## src/rtl/gb_cpu_core.sv

```systemverilog
// Multi-cycle SM83 (Game Boy) subset core: one memory access per clock, flat byte memory,
// architectural state mirrored on debug ports.
module gb_cpu_core #(
    parameter logic [15:0] RESET_PC = 16'h0000,
    parameter logic [15:0] RESET_SP = 16'hFFFE
) (
    input  logic        clk,
    input  logic        reset,
    output logic [15:0] mem_addr,
    output logic [7:0]  mem_data_write,
    input  logic [7:0]  mem_data_read,
    output logic        mem_do_write,
    output logic        halted,
    output logic [15:0] dbg_pc,
    output logic [3:0]  dbg_F,
    output logic [7:0]  dbg_A,
    output logic [7:0]  dbg_B,
    output logic [7:0]  dbg_C,
    output logic        dbg_instruction_retired
);

    typedef enum logic [2:0] {
        S_FETCH, S_EXEC, S_IMM, S_IMM_LO, S_IMM_HI, S_MEM, S_HALT
    } state_t;

    state_t      state_q, state_d;
    logic [15:0] pc_q, pc_d, sp_q, sp_d;
    logic [7:0]  ir_q, ir_d, tmp_q, tmp_d, hi_q, hi_d;
    logic [3:0]  f_q, f_d;
    logic [7:0]  rf_q [8];
    logic [7:0]  rf_d [8];
    logic        halted_q, halted_d, retired_q, retired_d;

    logic [15:0] hl;
    logic        ir_a16_mem;
    logic [11:0] alu_out;
    logic [7:0]  alu_src;

    assign hl         = {rf_q[4], rf_q[5]};
    assign ir_a16_mem = (ir_q == 8'hEA) || (ir_q == 8'hFA);

    // Register file uses the opcode encoding: B C D E H L (HL) A; slot 6 is never written.
    function automatic state_t decode(input logic [7:0] op);
        state_t s;
        s = S_EXEC;
        if (op == 8'h01 || op == 8'h11 || op == 8'h21 || op == 8'h31 ||
            op == 8'hC3 || op == 8'hEA || op == 8'hFA)
            s = S_IMM_LO;
        else if (op[7:6] == 2'b00 && op[2:0] == 3'd6 && op[5:3] != 3'd6)
            s = S_IMM;
        else if (op[7:6] == 2'b11 && op[2:0] == 3'd6)
            s = S_IMM;
        else if (op == 8'h18 || op == 8'h20 || op == 8'h28 || op == 8'h30 || op == 8'h38)
            s = S_IMM;
        else if (op[7:6] == 2'b01 && op != 8'h76 && (op[2:0] == 3'd6 || op[5:3] == 3'd6))
            s = S_MEM;
        else if (op[7:6] == 2'b10 && op[2:0] == 3'd6)
            s = S_MEM;
        return s;
    endfunction

    // Returns {Z,N,H,C,result}; CP computes SUB flags, the caller drops the result.
    function automatic logic [11:0] alu(input logic [2:0] op, input logic [7:0] a,
                                       input logic [7:0] b, input logic cy);
        logic [8:0] r9;
        logic [4:0] h5;
        logic [7:0] r;
        logic       n, h, c, ci;
        ci = ((op == 3'd1) || (op == 3'd3)) && cy;
        r9 = '0;
        h5 = '0;
        r  = '0;
        n  = 1'b0;
        h  = 1'b0;
        c  = 1'b0;
        case (op)
            3'd0, 3'd1: begin
                r9 = {1'b0, a} + {1'b0, b} + {8'd0, ci};
                h5 = {1'b0, a[3:0]} + {1'b0, b[3:0]} + {4'd0, ci};
                r = r9[7:0]; h = h5[4]; c = r9[8];
            end
            3'd2, 3'd3, 3'd7: begin
                r9 = {1'b0, a} - {1'b0, b} - {8'd0, ci};
                h5 = {1'b0, a[3:0]} - {1'b0, b[3:0]} - {4'd0, ci};
                r = r9[7:0]; n = 1'b1; h = h5[4]; c = r9[8];
            end
            3'd4: begin
                r = a & b; h = 1'b1;
            end
            3'd5: r = a ^ b;
            default: r = a | b;
        endcase
        return {(r == 8'h00), n, h, c, r};
    endfunction

    always_ff @(posedge clk or posedge reset) begin
        if (reset) begin
            state_q <= S_FETCH;
        end else begin
            state_q <= state_d;
        end
    end

    always_comb begin
        state_d = state_q;
        case (state_q)
            S_FETCH:  state_d = decode(mem_data_read);
            S_EXEC:   state_d = (ir_q == 8'h76) ? S_HALT : S_FETCH;
            S_IMM:    state_d = S_FETCH;
            S_IMM_LO: state_d = S_IMM_HI;
            S_IMM_HI: state_d = ir_a16_mem ? S_MEM : S_FETCH;
            S_MEM:    state_d = S_FETCH;
            default:  state_d = S_HALT;
        endcase
    end

    always_comb begin
        mem_addr       = pc_q;
        mem_do_write   = 1'b0;
        mem_data_write = (ir_q == 8'hEA) ? rf_q[7] : rf_q[ir_q[2:0]];
        if (state_q == S_MEM) begin
            mem_addr     = ir_a16_mem ? {hi_q, tmp_q} : hl;
            mem_do_write = (ir_q == 8'hEA) || (ir_q[7:3] == 5'b01110 && ir_q != 8'h76);
        end
    end

    always_ff @(posedge clk or posedge reset) begin
        if (reset) begin
            pc_q      <= RESET_PC;
            sp_q      <= RESET_SP;
            ir_q      <= '0;
            tmp_q     <= '0;
            hi_q      <= '0;
            f_q       <= '0;
            halted_q  <= 1'b0;
            retired_q <= 1'b0;
            for (int unsigned i = 0; i < 8; i++) rf_q[i] <= '0;
        end else begin
            pc_q      <= pc_d;
            sp_q      <= sp_d;
            ir_q      <= ir_d;
            tmp_q     <= tmp_d;
            hi_q      <= hi_d;
            f_q       <= f_d;
            halted_q  <= halted_d;
            retired_q <= retired_d;
            for (int unsigned i = 0; i < 8; i++) rf_q[i] <= rf_d[i];
        end
    end

    always_comb begin
        alu_src = (state_q == S_EXEC) ? rf_q[ir_q[2:0]] : mem_data_read;
        alu_out = alu(ir_q[5:3], rf_q[7], alu_src, f_q[0]);
    end

    always_comb begin
        pc_d      = pc_q;
        sp_d      = sp_q;
        ir_d      = ir_q;
        tmp_d     = tmp_q;
        hi_d      = hi_q;
        f_d       = f_q;
        halted_d  = halted_q;
        retired_d = 1'b0;
        rf_d      = rf_q;
        case (state_q)
            S_FETCH: begin
                ir_d = mem_data_read;
                pc_d = pc_q + 16'd1;
            end
            S_EXEC: begin
                retired_d = 1'b1;
                if (ir_q == 8'h76) begin
                    halted_d = 1'b1;
                end else if (ir_q[7:6] == 2'b01) begin
                    rf_d[ir_q[5:3]] = rf_q[ir_q[2:0]];
                end else if (ir_q[7:6] == 2'b10) begin
                    f_d = alu_out[11:8];
                    if (ir_q[5:3] != 3'd7) rf_d[7] = alu_out[7:0];
                end else if (ir_q[7:6] == 2'b00 && ir_q[5:3] != 3'd6 && ir_q[2:1] == 2'b10) begin
                    if (!ir_q[0]) begin
                        rf_d[ir_q[5:3]] = rf_q[ir_q[5:3]] + 8'd1;
                        f_d = {(rf_q[ir_q[5:3]] == 8'hFF), 1'b0,
                               (rf_q[ir_q[5:3]][3:0] == 4'hF), f_q[0]};
                    end else begin
                        rf_d[ir_q[5:3]] = rf_q[ir_q[5:3]] - 8'd1;
                        f_d = {(rf_q[ir_q[5:3]] == 8'h01), 1'b1,
                               (rf_q[ir_q[5:3]][3:0] == 4'h0), f_q[0]};
                    end
                end
            end
            S_IMM: begin
                retired_d = 1'b1;
                pc_d = pc_q + 16'd1;
                if (ir_q[7:6] == 2'b00 && ir_q[2:0] == 3'd6) begin
                    rf_d[ir_q[5:3]] = mem_data_read;
                end else if (ir_q[7:6] == 2'b11) begin
                    f_d = alu_out[11:8];
                    if (ir_q[5:3] != 3'd7) rf_d[7] = alu_out[7:0];
                end else if (ir_q == 8'h18 ||
                             (ir_q[4:3] == 2'b00 && !f_q[3]) || (ir_q[4:3] == 2'b01 && f_q[3]) ||
                             (ir_q[4:3] == 2'b10 && !f_q[0]) || (ir_q[4:3] == 2'b11 && f_q[0])) begin
                    pc_d = pc_q + 16'd1 + {{8{mem_data_read[7]}}, mem_data_read};
                end
            end
            S_IMM_LO: begin
                tmp_d = mem_data_read;
                pc_d  = pc_q + 16'd1;
            end
            S_IMM_HI: begin
                pc_d = pc_q + 16'd1;
                if (ir_a16_mem) begin
                    hi_d = mem_data_read;
                end else begin
                    retired_d = 1'b1;
                    case (ir_q)
                        8'h01:   begin rf_d[0] = mem_data_read; rf_d[1] = tmp_q; end
                        8'h11:   begin rf_d[2] = mem_data_read; rf_d[3] = tmp_q; end
                        8'h21:   begin rf_d[4] = mem_data_read; rf_d[5] = tmp_q; end
                        8'h31:   sp_d = {mem_data_read, tmp_q};
                        default: pc_d = {mem_data_read, tmp_q};
                    endcase
                end
            end
            S_MEM: begin
                retired_d = 1'b1;
                if (ir_q == 8'hFA) begin
                    rf_d[7] = mem_data_read;
                end else if (ir_q[7:6] == 2'b01 && ir_q[2:0] == 3'd6) begin
                    rf_d[ir_q[5:3]] = mem_data_read;
                end else if (ir_q[7:6] == 2'b10) begin
                    f_d = alu_out[11:8];
                    if (ir_q[5:3] != 3'd7) rf_d[7] = alu_out[7:0];
                end
            end
            default: ;
        endcase
    end

    assign halted                  = halted_q;
    assign dbg_pc                  = pc_q;
    assign dbg_F                   = f_q;
    assign dbg_A                   = rf_q[7];
    assign dbg_B                   = rf_q[0];
    assign dbg_C                   = rf_q[1];
    assign dbg_instruction_retired = retired_q;

endmodule

```

## config.mk

```make
export PLATFORM = sky130hd
export DESIGN_NAME = gb_cpu_core
export DESIGN_NICKNAME = d
export VERILOG_FILES = /design/src/rtl/gb_cpu_core.sv
export SDC_FILE = /design/constraint.sdc
export NUM_CORES = 1
export LEC_CHECK = 0
export CAP_MARGIN = 10
export CORE_UTILIZATION = 61
export CTS_CLUSTER_SIZE = 30
export DETAILED_ROUTE_END_ITERATION = 7
export PLACE_DENSITY = 0.81
export SYNTH_ARGS = -nofsm -noshare
export SYNTH_HDL_FRONTEND = slang
export SYNTH_SLANG_ARGS = --single-unit
```

## constraint.sdc

```tcl
create_clock -name clk -period 5.6 [get_ports clk]
set_input_delay 0.84 -clock clk [delete_from_list [all_inputs] [get_ports clk]]
set_output_delay 0.84 -clock clk [all_outputs]
set_load 0.05 [all_outputs]
```

==> results of run 1 <==
kinds of logic after synthesis:
kind of cell               synth area share
muxes                                 0.121
adders and majority gates            0.0645
and+or+nand+nor                       0.180
buffers and inverters                0.0716
DFF                                   0.248
xor gates and xnor gates             0.0330
AOI/OAI and AO/OA                     0.282
per-layer routing:
| metal | share of wire | global-route usage | vias to the layer above |
|---|---|---|---|
| met3 | 0.14 | 0.131 | 219 |
| li1 | - | - | 5333 |
| met2 | 0.42 | 0.659 | 1040 |
| met4 | 0.074 | 0.296 | 0 |
| met5 | 0 | 0 | - |
| met1 | 0.37 | 0.595 | 5683 |
report_power, final:
part           total (mW)  leakage, nW  internal [mW]  switching (mW)
sequential          0.832         1.25          0.823         0.00956
combinational       0.225         3.76         0.0845           0.140
clock                1.16        0.302          0.678           0.487
total                2.22         5.32           1.59           0.637
critical path: stages (launching register included):
cell and delay [ns]:
dfrtp_1 0.59, nor2b_1 0.33, and2_1 0.58, nor2_1 0.09, or2_2 0.37, fa_1 0.44, fa_1 0.44, o21a_1 0.23
o21a_1 0.18, o21a_1 0.17, or3_1 0.30, a31oi_1 0.27, o211a_1 0.22, o21ai_0 0.09, a211oi_1 0.26, a211oi_1 0.10
placed cells by master, fill, tap and decap left out, types with 9 or more instances in the layout:
| cell | count |
|---|---|
| nand2_1 | 168 |
| nor2_1 | 139 |
| a21oi_1 | 132 |
| dfrtp_1 | 112 |
| o21ai_0 | 109 |
| clkdlybuf4s50_1 | 80 |
| inv_1 | 55 |
| ha_1 | 50 |
| buf_4 | 42 |
| mux2i_1 | 38 |
| a31oi_1 | 38 |
| mux2_2 | 37 |
| xnor2_1 | 35 |
| nand3_1 | 33 |
| a22oi_1 | 27 |
| mux4_2 | 26 |
| a21o_1 | 25 |
| nor3_1 | 23 |
| clkbuf_16 | 17 |
| o21a_1 | 16 |
| nor2b_1 | 13 |
| o21ai_1 | 13 |
| o221ai_1 | 12 |
| o211ai_1 | 12 |
| a22o_1 | 12 |
| nand2b_1 | 10 |
| nand4_1 | 10 |
| or2_2 | 10 |
| o22ai_1 | 10 |
| a211oi_1 | 9 |
final cells by class:
class / instances / area, um^2 / area share
tap: 229 / 287 / 0.0223
clock buffer: 17 / 425 / 0.0331
sequential: 113 / 2830 / 0.220
timing repair buffer: 122 / 1120 / 0.0869
inverter: 56 / 213 / 0.0166
clock inverter: 15 / 189 / 0.0147
multi-input combinational: 1151 / 7780 / 0.606
path summary, 6_finish.rpt:
path                                      start  slack [ns]                         end
max                        state_q[0]$_DFF_PP0_        0.79                        flop
min in group asynchronous                 reset        0.87      dbg_pc[10]$_DFFE_PP0P_
min reg2reg                 hi_q[3]$_DFFE_PP0P_        0.51         hi_q[3]$_DFFE_PP0P_
min                         hi_q[3]$_DFFE_PP0P_        0.51         hi_q[3]$_DFFE_PP0P_
max in group asynchronous                 reset        3.78  asynchronous set/reset pin
max reg2reg                state_q[0]$_DFF_PP0_        0.79                        flop
metrics by stage:
| stage | power (mW) | util | instances | area, um^2 |
|---|---|---|---|---|
| 6_report | 2.22 | 0.708 | 1703 | 12800 |
| 4_1_cts | 2.22 | 0.708 | 1703 | 12800 |
| 3_3_place_gp | 1.06 | 0.674 | 1671 | 12200 |
| 2_1_floorplan | 0.996 | - | 1448 | 11400 |
| 3_5_place_dp | 1.06 | 0.674 | 1671 | 12200 |
| 5_1_grt | 2.28 | 0.708 | 1703 | 12800 |
==> flow_summary.toml, run 1 <==
[floorplanning]
pin_count = 81
die_w_um = 139
die_y_um = 139
fp.dieArea_mm2 = 0.0193
initial_core_util = 0.629
row_count = 49
core_mm2 = 0.0181

[placement]
port_buffers = 80
place_hpwl_um = 30500
place_ws_ns = 0.972
gp_congestion = 1.06

[synth]
yosysMostFrequentCell = "nand2_1"
syn_inst = 1448
syn-num-nets = 1513
synth_top_area_share = 0.248
ys_warn_count = 0
synth_common_cells = "168 x nand2_1, 140 x nor2_1, 133 x a21oi_1"
ys_types = 79
ys_ff_latch = 113
ys_async_sr_fraction = 1.00
synth_area_per_cell_um2 = 7.88
yosys-top-cells-area = "dfrtp_1 25%, a21oi_1 5.8%, nand2_1 5.5%"
yosys.area.top_type = "dfrtp_1"
synth_sequential_area_ratio = 0.248
synth_ff_type = "dfrtp_1"
syn_area_mm2 = 0.0114
synth_edf_count = 0

[run_status]
violations = "design-rule violations"
status = "complete, but fails checks"

[critical_path]
path_class = "reg2reg"
required_ns = 5.90
cp.arrival_ns = 5.11
crit_fanout = 17
r2r.worst_path.cells = 15
critPathLaunchType = "flop"
end_kind = "flop"

[finish]
nNetsFinal = 1526
antenna_cells = 0
fill_cells = 1479
synthToLayoutAreaGrowth_pct = 12.5
drive_gt1_frac = 0.116

[routing]
drtIter0Drc = 1900
drtPass1Iterations = 8
antenna_left = 0
via_per_inst = 7.21
wire_per_inst_um = 25.3
wirelength_um = 43100
vias = 12300
drc = 1

[flow_run]
max_cap_viol_count = 0

[sta]
fin_ws_ns = 0.793
period_needed_ns = 4.81
slew_violations = 0
clock_skew_ns = 0.0151
setup_viol = 0
hold_viol_final = 0
tightest_slew_ns = 0.966
clock.fmax_ghz = 0.208
holdWs_ns = 0.510
tns_ns = 0
final.period_utilization = 0.858
maxSlewHeadroom = 0.353
rsz0062_at_grt = "no"

[global_route]
grt_use_total = 0.455
grt_pass1_wl_um = 66700
grt_overflow = 0
first_global_vias = 11300
antenna_found_initial = 0
grt_max_degree = 46

[clock_network]
hold_buffers = 0
cts_made_buffers = 17
cts_max_path_buffers = 2
clkTransAtPathRegs_ns = 0.06
cts_tree = "done"
root_buffer = "clkbuf_16"
htree_levels = 4
clock_sinks = 113
cts_setup_buffers = 0
cts.repair.resized = 0
clk-insertion-delay-late_ns = 0.43

[worst_hold_path]
hold_class = "reg2reg"
worstHoldPathCells = 1

[pwr]
p_leak_nw = 5.32
p_per_area_mw_per_mm2 = 173
ir_drop_uv = 273
No activity file was read; power rests on OpenSTA's default activity.
==> run 2: changes to the inputs <==
- ABC_AREA: unset -> 1
- CORE_UTILIZATION: 61 -> 62
- PLACE_DENSITY: 0.81 -> 0.82
==> flow_summary.toml, run 2 <==
[run_status]
status = "completed"

[sta]
slew_violations = 0
clock.fmax_ghz = 0.208
final.period_utilization = 0.859
setup_viol = 0
tightest_slew_ns = 1.01
hold_viol_final = 0
rsz0062_at_grt = "no"
clock_skew_ns = 0.00947
maxSlewHeadroom = 0.324
period_needed_ns = 4.81
tns_ns = 0

[worst_hold_path]
whs_endpoint = "halted$_DFFE_PP0P_"
min_from = "halted$_DFFE_PP0P_"
worstHoldPathCells = 2
hold_class = "reg2reg"

[finish]
fin_cells = 2304
antenna_cells = 0
layout_commonest_cell = "nand2_1"
synthToLayoutAreaGrowth_pct = 10.7
final_cell_mix = "535 x nand2_1, 275 x o21ai_0, 207 x inv_1, 159 x nor2_1, 136 x nand3_1"
final_cell_area_mm2 = 0.0136
drive_gt1_frac = 0.0687
utilization = 0.699
nNetsFinal = 2091

[placement]
place_hpwl_um = 38200
port_buffers = 80
gp_congestion = 1.06
placed_cell_area_mm2 = 0.0130
dp_cells = 2272

[floorplanning]
die_y_um = 143
initial_core_util = 0.631
row_count = 51
pin_count = 81
core_mm2 = 0.0195
die_w_um = 143
fp.dieArea_mm2 = 0.0204

[synth]
synth_sequential_area_ratio = 0.230
yosysMostFrequentCell = "nand2_1"
yosys.area.top_type = "dfrtp_1"
ys_ff_latch = 113
ys_warn_count = 0
synthSimpleGateAreaFrac = 0.318
synth_common_cells = "535 x nand2_1, 275 x o21ai_0, 208 x inv_1"
ys_async_sr_fraction = 1.00
synth_ff_type = "dfrtp_1"
synth_area_per_cell_um2 = 6.10
synth_top_area_share = 0.230
synthAdderAreaFrac = 0.0591
syn_inst = 2015
synth_compound_area_frac = 0.258
synth_top_family_by_area = "simple AND/OR/NAND/NOR gates"
syn-num-nets = 2080
ys_types = 55
synth_edf_count = 0
syn_area_mm2 = 0.0123
synth_xor_area_frac = 0.0143
muxShareOfSynthArea = 0.000917
yosys-top-cells-area = "dfrtp_1 23%, nand2_1 16%, o21ai_0 11%"

[critical_path]
critPathLaunchType = "flop"
end_kind = "output port"
crit_fanout = 33
regToRegEndpoint = "dbg_F[0]$_DFFE_PP0P_"
r2r_setup_slack_ns = 0.92
path_class = "reg2out"
required_ns = 4.76
rr_startpoint = "ir_q[0]$_DFFE_PP0P_"
startpoint = "ir_q[0]$_DFFE_PP0P_"
cp.arrival_ns = 3.97
r2r.worst_path.cells = 23

[global_route]
grt_max_degree = 60
grt_use_total = 0.522
first_global_vias = 14100
antenna_found_initial = 0
grt_pass1_wl_um = 79600
grt_overflow = 0

[pwr]
p_sw_frac = 0.275
power_frac_clock = 0.538
internal_power_mw = 1.52
ir_drop_uv = 225
p_comb_frac = 0.072
switchingPower_mw = 0.575
seqPwrFrac = 0.390
p_per_area_mw_per_mm2 = 154
p_leak_nw = 6.78
total_power_mw = 2.09

[routing]
drtPass1Iterations = 8
wire_per_inst_um = 22.6
antenna_left = 0
via_per_inst = 6.63
vias = 15300
wirelength_um = 52200
drtIter0Drc = 2715
drc = 0

[clock_network]
cts_setup_buffers = 0
clock_sinks = 113
cts_tree = "done"
hold_buffers = 0
cts.repair.resized = 0
root_buffer = "clkbuf_16"
cts_max_path_buffers = 2
clkTransAtPathRegs_ns = 0.07
clk-insertion-delay-late_ns = 0.43
cts_made_buffers = 17
htree_levels = 4

[flow_run]
max_cap_viol_count = 0
-- run 2: worst max path at each step --
stage	to	cells after the start
after floorplan	asynchronous set/reset pin	1
after global placement	flop	26
after detailed placement	dbg_F[0]$_DFFE_PP0P_	23
after CTS	mem_do_write	9
after global routing	mem_do_write	9
final	mem_do_write	9
-- run 2: cells by family after synthesis --
kind of cell,Yosys count
AO/OA/AOI/OAI,561
XOR/XNOR,20
adder cells (fa/ha/maj),55
buffers and inverters,347
flip-flops,113
multiplexers,1
AND/OR/NAND/NOR,918
-- run 2: stage by stage --
step                setup WS, ns  hold WS [ns]
floorplan                   1.77         0.448
global placement            1.20         0.449
detailed placement          1.08         0.458
CTS                        0.939         0.481
global route               0.559         0.518
finish                     0.792         0.475
-- run 2: per-layer routing --
metal / track usage / vias to the layer above / share of wire
li1: - / 6713 / -
met2: 0.745 / 1376 / 0.41
met1: 0.657 / 6854 / 0.36
met4: 0.356 / 2 / 0.077
met5: 0.0226 / - / 0.0012
met3: 0.183 / 342 / 0.16
-- run 2: area by class of cell --
class                           instances  area (um^2)
Fill cell                            1766         5860
Tap cell                              265          332
Multi-Input combinational cell       1555         7990
Sequential cell                       113         2830
Clock inverter                         15          160
Timing Repair Buffer                  105          988
Inverter                              234          883
Clock buffer                           17          425
-- run 2: power groups by stage --
stage / Sequential (mW) / Clock, mW / Combinational, mW
5_1_grt: 0.816 / 1.15 / 0.166
4_1_cts: 0.817 / 1.11 / 0.146
3_3_place_gp: 0.831 / 0 / 0.140
3_5_place_dp: 0.831 / 0 / 0.145
6_report: 0.816 / 1.13 / 0.152
2_1_floorplan: 0.832 / 0 / 0.0916
-- run 2: critical path, stage by stage, from the launching register on --
cell             delay, ns
dfrtp_1               0.36
buf_4                 0.20
inv_2                 0.46
nand2_1               0.21
nor3_2                0.17
nand3_2               0.09
nor2_1                0.78
inv_1                 0.09
a21oi_1               0.30
clkdlybuf4s50_1       0.86
